<file path="src/rtl/counter_mode_sequencer.sv">
// rtl/counter_mode_sequencer.sv - segment table player driving the multimode counter's mode select
module counter_mode_sequencer #(
    parameter int NUM_SEG = 4,
    parameter int DUR_W   = 8,
    localparam int IW     = $clog2(NUM_SEG)
) (
    input  logic             clk,
    input  logic             rst,
    input  logic             cfg_we,
    input  logic [IW-1:0]    cfg_addr,
    input  logic [1:0]       cfg_mode,
    input  logic [DUR_W-1:0] cfg_dur,
    input  logic             cfg_last,
    input  logic             start,
    input  logic             stop,
    input  logic             loop_en,
    output logic [1:0]       mode_sel,
    output logic             busy,
    output logic [IW-1:0]    seg_idx,
    output logic             done
);

    localparam logic [0:0] ST_IDLE = 1'b0;
    localparam logic [0:0] ST_RUN  = 1'b1;
    localparam logic [1:0] MODE_HOLD = 2'b11;

    logic [0:0]       state;
    logic [DUR_W-1:0] remain;

    logic             tbl_last [NUM_SEG];
    logic [1:0]       tbl_mode [NUM_SEG];
    logic [DUR_W-1:0] tbl_dur  [NUM_SEG];

    logic             cur_last;
    logic [IW-1:0]    nxt_idx;

    // The top entry terminates the program even if its stored last bit is clear.
    assign cur_last = tbl_last[seg_idx] || (seg_idx == IW'(NUM_SEG - 1));
    assign nxt_idx  = seg_idx + IW'(1);
    assign busy     = (state == ST_RUN);

    always_ff @(posedge clk) begin
        if (rst) begin
            state    <= ST_IDLE;
            seg_idx  <= '0;
            remain   <= '0;
            mode_sel <= MODE_HOLD;
            done     <= 1'b0;
            for (int i = 0; i < NUM_SEG; i++) begin
                tbl_last[i] <= 1'b1;
                tbl_mode[i] <= MODE_HOLD;
                tbl_dur[i]  <= '0;
            end
        end else begin
            done <= 1'b0;
            if (cfg_we && state == ST_IDLE) begin
                tbl_last[cfg_addr] <= cfg_last;
                tbl_mode[cfg_addr] <= cfg_mode;
                tbl_dur[cfg_addr]  <= cfg_dur;
            end
            case (state)
                ST_IDLE: begin
                    if (start && !stop) begin
                        state    <= ST_RUN;
                        seg_idx  <= '0;
                        remain   <= tbl_dur[0];
                        mode_sel <= tbl_mode[0];
                    end
                end
                default: begin
                    if (stop) begin
                        state    <= ST_IDLE;
                        seg_idx  <= '0;
                        mode_sel <= MODE_HOLD;
                    end else if (remain != '0) begin
                        remain <= remain - DUR_W'(1);
                    end else if (!cur_last) begin
                        seg_idx  <= nxt_idx;
                        remain   <= tbl_dur[nxt_idx];
                        mode_sel <= tbl_mode[nxt_idx];
                    end else if (loop_en) begin
                        seg_idx  <= '0;
                        remain   <= tbl_dur[0];
                        mode_sel <= tbl_mode[0];
                    end else begin
                        state    <= ST_IDLE;
                        seg_idx  <= '0;
                        mode_sel <= MODE_HOLD;
                        done     <= 1'b1;
                    end
                end
            endcase
        end
    end

endmodule

</file>
<file path="config.mk">
export PLATFORM = sky130hd
export DESIGN_NAME = counter_mode_sequencer
export DESIGN_NICKNAME = d
export VERILOG_FILES = /design/src/rtl/counter_mode_sequencer.sv
export SDC_FILE = /design/constraint.sdc
export NUM_CORES = 1
export LEC_CHECK = 0
export CAP_MARGIN = 30
export CELL_PAD_IN_SITES_DETAIL_PLACEMENT = 0
export CELL_PAD_IN_SITES_GLOBAL_PLACEMENT = 1
export CORE_MARGIN = 2
export CORE_UTILIZATION = 35
export CTS_CLUSTER_DIAMETER = 100
export DETAILED_ROUTE_END_ITERATION = 12
export PLACE_DENSITY = 0.68
export SETUP_SLACK_MARGIN = 0.02
export SLEW_MARGIN = 20
export SYNTH_ARGS = -nofsm -noshare
export SYNTH_HDL_FRONTEND = slang
export SYNTH_SLANG_ARGS = --single-unit
</file>
<file path="constraint.sdc">
create_clock -name clk -period 2 [get_ports clk]
set_input_delay 0.3 -clock clk [delete_from_list [all_inputs] [get_ports clk]]
set_output_delay 0.3 -clock clk [all_outputs]
set_load 0.02 [all_outputs]
</file>
==> impl_metrics.json <==
{
  "dieHeight_um": 96.6,
  "diodes": 0,
  "firstDrtPassIters": 4,
  "drt-initial-drc-count": 100,
  "grt_overflow": 0,
  "setup_ws_ps": 128,
  "core_sq_um": 8260,
  "cts_max_path_buffers": 2,
  "die-area_sq_um": 9330,
  "relSlewSlack": 0.715,
  "ys_warn_count": 0,
  "multi_input_area_sq_um": 1330,
  "synthesis.area_sq_um": 3000,
  "layout.nets": 338,
  "fillers": 795,
  "grt_antenna_before_repair": 0,
  "via_per_inst": 5.08,
  "cp-end-kind": "register",
  "yosys.area.top_type": "edfxtp_1",
  "cp-start-kind": "register",
  "worst_hold_path_type": "register to register",
  "fin_crit_ps": 1870,
  "cts_setup_buffers": 0,
  "port_buffers": 24,
  "ys_ff_latch": 60,
  "wl_per_cell_um": 16.1,
  "seq_area_sq_um": 1610,
  "num_rows": 33,
  "rsz0062_at_grt": "no",
  "ios": 25,
  "drt-total-wl_mm": 6.86,
  "power_density_nw_per_um2": 749,
  "ys_types": 48,
  "drc_errors": 0,
  "area_delta_synth_final_pct": 24.6,
  "yosys.cell_count.top_type": "edfxtp_1",
  "cts_tree": "yes",
  "clk-insertion-delay-late_ps": 330,
  "layout-drive-gt1-share": 0.209,
  "synth_ff_type": "edfxtp_1",
  "arrival_ps": 2080,
  "hold_viol_final": 0,
  "setup_viol_count_final": 0,
  "syn_nets": 291,
  "synth_edf_count": 41,
  "htreeDepth": 3,
  "chipWidth_um": 96.6,
  "peakVddDrop_uv": 432,
  "p_leak_nw": 1.33,
  "cts_buffers": 9,
  "pwr-share-comb": 0.147,
  "yosysSeqAreaShare": 0.537,
  "grt_first_pass_wirelength_mm": 11.4,
  "initial_core_util": 0.363,
  "cts-root-buf": "clkbuf_8",
  "critical_path_class": "register to register",
  "gr-usage-all-layers": 0.157,
  "fin_hold_ws_ps": 471,
  "period_share": 0.936,
  "cp.required_ps": 2210,
  "fmaxAchievable_ghz": 0.534,
  "post-dp-hpwl_mm": 5.10,
  "skew_ps": 8.12,
  "synth_area_leaders": "edfxtp_1 (41%), dfxtp_1 (13%), and2_1 (6.7%), mux2_2 (3.0%), nand2b_1 (2.3%)",
  "power_frac_seq": 0.510,
  "synth_top_area_share": 0.410,
  "worstPathMaxFanout": 12,
  "postSynthCellCount": 269,
  "p_sw_mw": 0.688,
  "postSynth.asyncResetShare": 0,
  "grt_max_degree": 28,
  "worstMarginPinSlew_ps": 426,
  "clock_sinks": 60,
  "preCtsSetupSlack_ps": -84.6,
  "ant_nets": 0,
  "p_int_mw": 2.11,
  "status": "complete, no violations",
  "maxSlewViolCount": 0,
  "p_clk_frac": 0.343,
  "gp_congestion": 0.794,
  "grt_pass1_vias": 2172,
  "cts.clk_slew.worst_paths_ps": 70,
  "syn_area_per_cell_sq_um": 11.2,
  "num_vias": 2165,
  "switching_share": 0.245,
  "max_cap_viol_count": 0,
  "synthTopCellsByCount": "edfxtp_1 (41), and2_1 (32), dfxtp_1 (19)"
}
-- power groups by stage --
stage               registers, mW  clock network, mW  logic (mW)
finish                       1.43              0.961       0.413
detailed placement           1.45                  0       0.405
global route                 1.44               1.06       0.455
CTS                          1.43              0.985       0.409
global placement             1.45                  0       0.403
floorplan                    1.45                  0       0.228
-- layer usage --
layer  track usage  share of wire
met1         0.210           0.48
met2         0.240           0.47
met3        0.0368          0.029
met4        0.0737          0.022
met5             0              0
-- layout make-up --
cell class | instances | share of cell area
clock buffers | 14 | 0.0435
repair buffers | 53 | 0.129
flip-flops and latches | 60 | 0.431
inverters | 4 | 0.00401
well taps | 105 | 0.0351
multi-input cells | 188 | 0.355
clock inverters | 2 | 0.00234
-- layout by cell type (no fill, tap or decap), types with 6 or more instances in the layout --
master	synthesis	layout
nand2_1	13	13
nor2_1	17	17
nand3b_1	7	7
o21ai_0	13	13
dfxtp_1	19	17
mux2_2	8	8
clkdlybuf4s50_1	0	24
o22ai_1	8	7
buf_4	0	27
edfxtp_1	41	41
nand2b_1	11	11
o21bai_1	6	6
and2_1	32	32
clkbuf_8	0	11
-- metrics by stage --
stage	total power [mW]	utilization	setup TNS, ps	cells	cell area, sq um
floorplan	1.68	-	0	269	3000
global placement	1.85	0.429	-808	410	3540
detailed placement	1.86	0.429	-1630	410	3540
CTS	2.82	0.450	0	426	3710
global route	2.95	0.453	0	426	3740
finish	2.80	0.453	0	426	3740
-- kinds of logic (layout without fill, tap and decap cells) --
kind of cell,after synthesis,count (layout),synth area share
mux,12,12,0.0517
simple gates,110,110,0.221
xor+xnor,2,2,0.00584
fa+ha+maj,3,3,0.0125
compound gates,61,61,0.141
buf+inv,21,73,0.0304
flops,60,60,0.537
-- worst max-delay path: stages, from the launching register on --
cell and delay [ps]:
dfxtp_1 320, ha_1 340, buf_12 160, mux2_2 340, o22ai_1 200, nand2_1 80
a31oi_1 200, o41ai_2 100
-- path summary, 6_finish.rpt --
| kind | from | end | slack (ps) | cells after the start |
|---|---|---|---|---|
| worst max register to register | seg_idx[0]$_SDFFE_PP0P_ | remain[4]$_SDFFE_PP0P_ | 130 | 7 |
| worst min-delay path | mode_sel[0]$_SDFFE_PP1P_ | mode_sel[0]$_SDFFE_PP1P_ | 470 | 2 |
| worst min register to register | mode_sel[0]$_SDFFE_PP1P_ | mode_sel[0]$_SDFFE_PP1P_ | 470 | 2 |
| worst max-delay path | seg_idx[0]$_SDFFE_PP0P_ | remain[4]$_SDFFE_PP0P_ | 130 | 7 |
-- timing repair --
| item | in CTS | in global routing |
|---|---|---|
| gates resized for setup | 1 | 8 |
| hold buffers | 0 | 0 |
| hold endpoints to repair | 0 | 0 |
| setup endpoints to repair | 1 | 11 |
| pin swaps | 0 | 2 |
-- flip-flops by register name, summed over array words and instances (netlist names), named ones only --
signal    flops
tbl_mode      8
seg_idx       2
busy          1
tbl_last      4
done          1
remain        8
tbl_dur      32
mode_sel      2
Power figures use the tool's default switching activity.
